### src/rtl/urp_pcie_dll_pkg.sv
// Shared data link layer definitions for the RX Ack/Nak scheduler: DLLP type codes,
// sequence width, output FSM encoding and modulo sequence arithmetic.
package urp_pcie_dll_pkg;

  localparam int SEQ_W = 12;

  localparam logic [7:0] DLLP_ACK = 8'h00;
  localparam logic [7:0] DLLP_NAK = 8'h10;

  typedef enum logic {
    OUT_IDLE = 1'b0,
    OUT_HOLD = 1'b1
  } out_state_e;

  // Distance of seq ahead of base, modulo 2**SEQ_W.
  function automatic logic [SEQ_W-1:0] seq_diff(input logic [SEQ_W-1:0] seq,
                                                input logic [SEQ_W-1:0] base);
    return seq - base;
  endfunction

endpackage

### src/rtl/urp_pcie_acknak_timer.sv
// AckNak latency timer: down-counter with a single-cycle expire pulse on the
// transition to zero. A running count is never restarted by another load.
module urp_pcie_acknak_timer #(
  parameter int CNT_W = 10
) (
  input  logic             clk,
  input  logic             rst_n,
  input  logic             load,
  input  logic             clear,
  input  logic [CNT_W-1:0] load_val,
  output logic             running,
  output logic             expire
);

  logic [CNT_W-1:0] cnt;

  assign expire = running && !clear && (cnt == CNT_W'(1));

  // A load in the same cycle as a clear wins: that accept is not covered by the NAK.
  always_ff @(posedge clk or negedge rst_n) begin
    if (!rst_n) begin
      cnt     <= '0;
      running <= 1'b0;
    end else if (load && (!running || clear)) begin
      cnt     <= load_val;
      running <= 1'b1;
    end else if (clear) begin
      cnt     <= '0;
      running <= 1'b0;
    end else if (running) begin
      cnt <= cnt - CNT_W'(1);
      if (cnt == CNT_W'(1)) running <= 1'b0;
    end
  end

endmodule

### src/rtl/urp_pcie_rx_acknak_scheduler.sv
// Receive-side Ack/Nak scheduler: classifies incoming TLPs, tracks NEXT_RCV_SEQ and
// emits ACK/NAK DLLPs. Define URP_PCIE_ACKNAK_STATS_EN to add saturating statistics.
//
// state    | meaning
// OUT_IDLE | no DLLP held, waiting for an ACK or NAK request
// OUT_HOLD | DLLP held on dllp_o with dllp_valid_o high until dllp_read_i
module urp_pcie_rx_acknak_scheduler #(
  parameter int ACK_LATENCY = 32,
  parameter int SEQ_W       = 12
) (
  input  logic             clk,
  input  logic             rst_n,
  input  logic             tlp_evt_i,
  input  logic             tlp_lcrc_ok_i,
  input  logic [SEQ_W-1:0] tlp_seq_i,
  output logic             tlp_accept_o,
  output logic [SEQ_W-1:0] next_rcv_seq_o,
  output logic             nak_scheduled_o,
  output logic [31:0]      dllp_o,
  output logic             dllp_valid_o,
  input  logic             dllp_read_i
`ifdef URP_PCIE_ACKNAK_STATS_EN
  ,
  output logic [15:0]      stat_accept_o,
  output logic [15:0]      stat_dup_o,
  output logic [15:0]      stat_nak_o
`endif
);

  import urp_pcie_dll_pkg::*;

  localparam int TMR_W = 10;

  out_state_e       state_q, state_d;
  logic [SEQ_W-1:0] next_rcv_seq_q;
  logic [SEQ_W-1:0] diff;
  logic             nak_sched_q, ack_req_q, nak_req_q;
  logic [31:0]      dllp_q;
  logic             is_accept, is_dup, is_nak_cond, nak_set;
  logic             pending, load_dllp, load_nak;
  logic             tmr_running, tmr_expire;

  assign diff        = seq_diff(tlp_seq_i, next_rcv_seq_q);
  assign is_accept   = tlp_evt_i && tlp_lcrc_ok_i && (diff == '0);
  assign is_dup      = tlp_evt_i && tlp_lcrc_ok_i && diff[SEQ_W-1];
  assign is_nak_cond = tlp_evt_i && (!tlp_lcrc_ok_i || ((diff != '0) && !diff[SEQ_W-1]));
  assign nak_set     = is_nak_cond && !nak_sched_q;
  assign pending     = nak_req_q || ack_req_q;

  assign tlp_accept_o    = is_accept;
  assign next_rcv_seq_o  = next_rcv_seq_q;
  assign nak_scheduled_o = nak_sched_q;
  assign dllp_o          = dllp_q;

  urp_pcie_acknak_timer #(
    .CNT_W (TMR_W)
  ) u_timer (
    .clk      (clk),
    .rst_n    (rst_n),
    .load     (is_accept),
    .clear    (load_nak),
    .load_val (TMR_W'(ACK_LATENCY)),
    .running  (tmr_running),
    .expire   (tmr_expire)
  );

  always_ff @(posedge clk or negedge rst_n) begin
    if (!rst_n) state_q <= OUT_IDLE;
    else        state_q <= state_d;
  end

  always_comb begin
    state_d = state_q;
    case (state_q)
      OUT_IDLE: if (pending) state_d = OUT_HOLD;
      OUT_HOLD: if (dllp_read_i && !pending) state_d = OUT_IDLE;
      default:  state_d = OUT_IDLE;
    endcase
  end

  // A read with a request already pending reloads on the same edge.
  always_comb begin
    dllp_valid_o = 1'b0;
    load_dllp    = 1'b0;
    case (state_q)
      OUT_IDLE: load_dllp = pending;
      OUT_HOLD: begin
        dllp_valid_o = 1'b1;
        load_dllp    = dllp_read_i && pending;
      end
      default: ;
    endcase
    load_nak = load_dllp && nak_req_q;
  end

  // Any DLLP load retires ack_req: a NAK acknowledges everything before it too.
  always_ff @(posedge clk or negedge rst_n) begin
    if (!rst_n) begin
      next_rcv_seq_q <= '0;
      nak_sched_q    <= 1'b0;
      ack_req_q      <= 1'b0;
      nak_req_q      <= 1'b0;
      dllp_q         <= '0;
    end else begin
      if (is_accept) next_rcv_seq_q <= next_rcv_seq_q + SEQ_W'(1);
      if (is_accept)    nak_sched_q <= 1'b0;
      else if (nak_set) nak_sched_q <= 1'b1;
      ack_req_q <= (ack_req_q && !load_dllp) || is_dup || (tmr_expire && !load_nak);
      nak_req_q <= (nak_req_q && !load_nak) || nak_set;
      if (load_dllp)
        dllp_q <= {(load_nak ? DLLP_NAK : DLLP_ACK), {(24-SEQ_W){1'b0}},
                   next_rcv_seq_q - SEQ_W'(1)};
    end
  end

`ifdef URP_PCIE_ACKNAK_STATS_EN
  always_ff @(posedge clk or negedge rst_n) begin
    if (!rst_n) begin
      stat_accept_o <= '0;
      stat_dup_o    <= '0;
      stat_nak_o    <= '0;
    end else begin
      if (is_accept && (stat_accept_o != 16'hFFFF)) stat_accept_o <= stat_accept_o + 16'd1;
      if (is_dup    && (stat_dup_o    != 16'hFFFF)) stat_dup_o    <= stat_dup_o + 16'd1;
      if (load_nak  && (stat_nak_o    != 16'hFFFF)) stat_nak_o    <= stat_nak_o + 16'd1;
    end
  end
`endif

endmodule

### config.mk
export PLATFORM = sky130hd
export DESIGN_NAME = urp_pcie_rx_acknak_scheduler
export DESIGN_NICKNAME = d
export VERILOG_FILES = /design/src/rtl/urp_pcie_dll_pkg.sv /design/src/rtl/urp_pcie_acknak_timer.sv /design/src/rtl/urp_pcie_rx_acknak_scheduler.sv
export SDC_FILE = /design/constraint.sdc
export NUM_CORES = 1
export LEC_CHECK = 0
export CORE_MARGIN = 5
export CORE_UTILIZATION = 35
export CTS_BUF_LIST = sky130_fd_sc_hd__clkbuf_4 sky130_fd_sc_hd__clkbuf_8
export CTS_CLUSTER_SIZE = 14
export DETAILED_ROUTE_END_ITERATION = 10
export GPL_TIMING_DRIVEN = 0
export PLACE_DENSITY = 0.65
export SYNTH_ARGS = -nofsm -noshare
export SYNTH_HDL_FRONTEND = slang
export SYNTH_SLANG_ARGS = --single-unit
### constraint.sdc
create_clock -name clk -period 5 [get_ports clk]
set_input_delay 1 -clock clk [delete_from_list [all_inputs] [get_ports clk]]
set_output_delay 1 -clock clk [all_outputs]
set_load 0.005 [all_outputs]
; Word-level counts from Yosys, hierarchy flattened
; Cells that the tools add are included.
[word_totals]
input_bits = 17
out_inout_bits = 47
wordCells = 61
register_bits = 47
[classes]
n_mux = 15
n_addsub = 4
n_eq_ne = 1
n_bitwise = 1
reduce_logical = 32
[op_table]
columns = op, n
row1 = 2-to-1 mux 10 bit, 3
row2 = logical AND 1 bit, 15
row3 = "adder 12 x 1 -> 12 bit, second input constant", 1
row4 = zero test 12 bit, 1
row5 = nonzero test 12 bit, 1
row6 = "subtractor 12 x 1 -> 12 bit, second input constant", 1
row7 = subtractor 12 bit, 1
row8 = "equality test 10 x 1 -> 1 bit, second input constant", 1
row9 = "subtractor 10 x 1 -> 10 bit, second input constant", 1
row10 = 2-to-1 mux 1 bit, 9
row11 = zero test 1 bit, 7
row12 = logical OR 1 bit, 6
row13 = 2-to-1 mux 5 bit, 1
row14 = case mux 1 bit (2 select lines), 2
row15 = nonzero test 3 bit, 1
row16 = nonzero test 2 bit, 1
row17 = NOT 1 bit, 1

; Longest topological paths before layout
; Gate-level depths: netlist of run 1.
[logic_depth]
word_depth = 9
ltp_mapped = 12
mapped_depth_nobuf = 10

; Cells and area by module
; Synthesis of run 1 repeated with hierarchy kept, for this count alone.
[unflattened]
cells_unflattened = 320
hier_area_um2 = 2911.5
[by_module_without_submodules]
columns = mod, n_inst, seq_area_each_um2, area_each_um2, cells_each
row1 = urp_pcie_rx_acknak_scheduler, 1, 725.7, 2179.6, 238
row2 = urp_pcie_acknak_timer, 1, 275.3, 732.0, 82

; Worst setup path after synthesis of run 1
; No wires, ideal clock.
[synth_path]
kind = in2out
start = in tlp_seq_i[2]
end = out tlp_accept_o
required_time_ps = 4000
path_buffers = 1
arrival_ps = 3014
path_stages = 9
setup_slack_ps = 986
cell_sequence = ha_1 -> o21a_1 -> a21boi_1 -> or4_4 -> a2111oi_4 -> and4b_1 -> buf_4 -> nand2_1 -> inv_2
[synth_via]
elab_chain_cells = 3
[synth_rtl]
columns = element, line
row1 = "start, declared", urp_pcie_rx_acknak_scheduler.sv:15  ; input logic [SEQ_W-1:0] tlp_seq_i,
row2 = subtractor 12 bit, urp_pcie_dll_pkg.sv:18  ; return seq - base;
row3 = zero test 12 bit, urp_pcie_rx_acknak_scheduler.sv:44  ; assign is_accept = tlp_evt_i && tlp_lcrc_ok_i && (diff == '0);
row4 = logical AND 1 bit, urp_pcie_rx_acknak_scheduler.sv:44
row5 = "end, declared", urp_pcie_rx_acknak_scheduler.sv:16  ; output logic tlp_accept_o,
; Every way passes these cells.

; Worst setup path in the final report of run 1
[layout_path]
start = in tlp_seq_i[1]
end = out tlp_accept_o
; The elaborated chain is that of the path after synthesis.

==> results of run 1 <==
## critical path: stages
cell and delay, ps:
clkdlybuf4s50_1 410, ha_1 310, nand2b_1 130, a21boi_2 100, or4_4 500, a2111oi_4 350
and4b_1 250, buf_6 130, nand2_1 80, inv_2 90, clkdlybuf4s50_1 500
## cell type report
cell class	instances	share of cell area [%]
well taps	102	3.56
multi-input cells	242	45.1
clock inverters	2	0.978
clock buffers	6	2.13
plain buffers	28	5.14
repair buffers	47	13.2
inverters	19	1.99
flip-flops and latches	40	28.0
## worst paths after layout
path | from | end | slack (ps) | depth (start not counted)
max in group asynchronous | rst_n | u_timer.cnt[5] | 3980 | 2
worst min register to register | dllp_o[6] | dllp_o[6] | 480 | 2
worst max register to register | next_rcv_seq_o[2] | u_timer.cnt[5] | 1520 | 11
worst min-delay path | dllp_o[6] | dllp_o[6] | 480 | 2
min in group asynchronous | rst_n | nak_req_q | 580 | 1
worst max-delay path | tlp_seq_i[1] | tlp_accept_o | 150 | 11
## Yosys cell counts, drive strengths merged (4+ instances only)
| master | number |
|---|---|
| o21a | 6 |
| nand3 | 12 |
| nand2b | 8 |
| a21o | 4 |
| buf | 21 |
| and2 | 4 |
| a311oi | 4 |
| ha | 15 |
| clkbuf | 7 |
| nand4 | 4 |
| inv | 19 |
| o211ai | 4 |
| a21oi | 14 |
| dfrtp | 40 |
| xnor2 | 21 |
| o21ai | 16 |
| xor2 | 6 |
| nor3 | 14 |
| nor2 | 18 |
| nand2 | 27 |
| nor4 | 9 |
## metal layers
| metal | track usage [%] | part of all wire, % | wire length [µm] |
|---|---|---|---|
| met1 | 18.3 | 46 | 3070 |
| met2 | 22.9 | 47 | 3160 |
| met3 | 3.61 | 6.2 | 413 |
| met4 | 3.89 | 0.94 | 63 |
| met5 | 0 | 0 | 0 |
## where the power goes
| group | internal, W | switching (W) | total, W | leakage (nW) |
|---|---|---|---|---|
| clock | 0.000154 | 0.000113 | 0.000267 | 0.0586 |
| sequential | 0.000365 | 0.0000341 | 0.000399 | 0.479 |
| combinational | 0.000111 | 0.0000941 | 0.000205 | 1.00 |
## repair_timing
action	in CTS	in global routing
pin swaps	4	1
setup buffers	2	0
setup endpoints to repair	1	1
resized for setup	3	3
## cells by family (layout without fill, tap and decap cells)
| group | after synthesis | count (layout) | share of synthesized area, % |
|---|---|---|---|
| xor gates and xnor gates | 27 | 27 | 8.54 |
| and+or+nand+nor | 109 | 109 | 20.5 |
| DFF | 40 | 40 | 36.1 |
| adders and majority gates | 15 | 15 | 6.78 |
| muxes | 1 | 1 | 0.361 |
| AOI/OAI and AO/OA | 71 | 71 | 18.5 |
| buffers and inverters | 47 | 102 | 9.08 |
| other | 1 | 19 | 0.135 |
## flip-flops by register name (all words and copies together), names as in the netlist
signal,count
ack_req_q,1
dllp_o,13
nak_req_q,1
nak_scheduled_o,1
next_rcv_seq_o,12
state_q,1
u_timer.cnt,10
u_timer.running,1
## through the flow
stage	instance area (µm²)	std cells	total power, W	hold slack (ps)
CTS	3560	486	0.000877	484
floorplan	2840	329	0.000523	452
finish	3580	486	0.000871	480
detailed placement	3420	476	0.000610	466
global placement	3410	475	0.000601	463
global route	3580	486	0.000925	502
==> flow_metrics.tcl, run 1 <==
set metrics [dict create \
    outcome "finished, final reports clean" \
    dr_total_vias 2397 \
    cts.path.max_buffers 2 \
    grt_pass1_wl_mm 11.3 \
    nets 415 \
    final_common_cell "clkdlybuf4s50_1" \
    worstSkewPairLatency_ps 290 \
    min_period_over_period_pct 96.9 \
    synth_top_area_share_pct 36.1 \
    cts-buffers-inserted 5 \
    ys_top_cells_by_area "dfrtp_1 (36%), ha_1 (6.8%), xnor2_1 (6.6%)" \
    layout_common_cells "clkdlybuf4s50_1 (41), dfrtp_1 (40), nand2_1 (27)" \
    die_h_um 99.0 \
    slew_headroom_pct 60.4 \
    drtIter0Drc 102 \
    clkSinkCount 40 \
    vdd_drop_max_mv 0.123 \
    ys_ff_latch 40 \
    grt_pass1_vias 2337 \
    diodes 0 \
    avgSynthCellArea_um2 8.91 \
    ys_types 57 \
    arrival_ps 3850 \
    critPathCaptureType "primary output" \
    fin_util_pct 46.3 \
    startpoint_type "input pin" \
    htreeDepth 2 \
    drive_gt1_share_pct 11.5 \
    area_growth_pct 29.3 \
    dp_hpwl_mm 5.41 \
    multiInputGateArea_um2 1610 \
    p_leak_nw 1.54 \
    critical_path_class "in2out" \
    rsz0062_at_grt "no" \
    synth_ff_type "dfrtp_1" \
    synth_top_cell_by_area "dfrtp_1" \
    drc 0 \
    core_area_um2 7730 \
    syn-instance-count 311 \
    finalSetupViolations 0 \
    die_w_um 99.0 \
    root_buffer "clkbuf_8" \
    yosysWarnings 0 \
    tns_ps 0 \
    min_path_type "reg2reg" \
    synth_edf_count 0 \
    fillers 778 \
    dieArea_um2 9790 \
    p_per_area_nw_per_um2 243 \
    antenna_found_initial 0 \
    wire_per_inst_um 13.8 \
    avgViaCountPerCell 4.93 \
    setup_slack_ps 154 \
    register_area_um2 1000 \
    first_pass_iters 4 \
    cts_tree "done" \
    gp_congestion 0.850 \
    routed_wl_mm 6.71 \
    postSynth.asyncResetShare_pct 100 \
    required_ps 4000 \
    rows 32 \
    timing.fmax_mhz 206 \
    ys_seq_area_share_pct 36.1 \
    min_period_ps 4850 \
    hold_buffers 0 \
    port_buffers 44 \
    syn_area_um2 2770 \
    drv_slew 0 \
    hold_viol_final 0 \
    grt_remaining_overflow 0 \
    boundaryPins 64 \
    critPathMaxFanout 8 \
    clk_pin_slew_worst_paths_ps 80 \
    ant_nets 0 \
    skew_ps 7.68 \
    grt_usage_pct 14.0 \
    pre_cts_slack_ps -182 \
    maxCapViolCount 0 \
    grt_start_max_net_pins 31 \
    start_util_pct 35.8 \
    worst_slew_pin_slew_ps 588 \
]
Note: power is estimated with default switching activity, not from simulation.
==> run 2: changes to the inputs <==
- CTS_CLUSTER_DIAMETER: unset -> 30
==> results of run 2 <==
The final DEF is identical to that of run 1; final timing and power are the same.
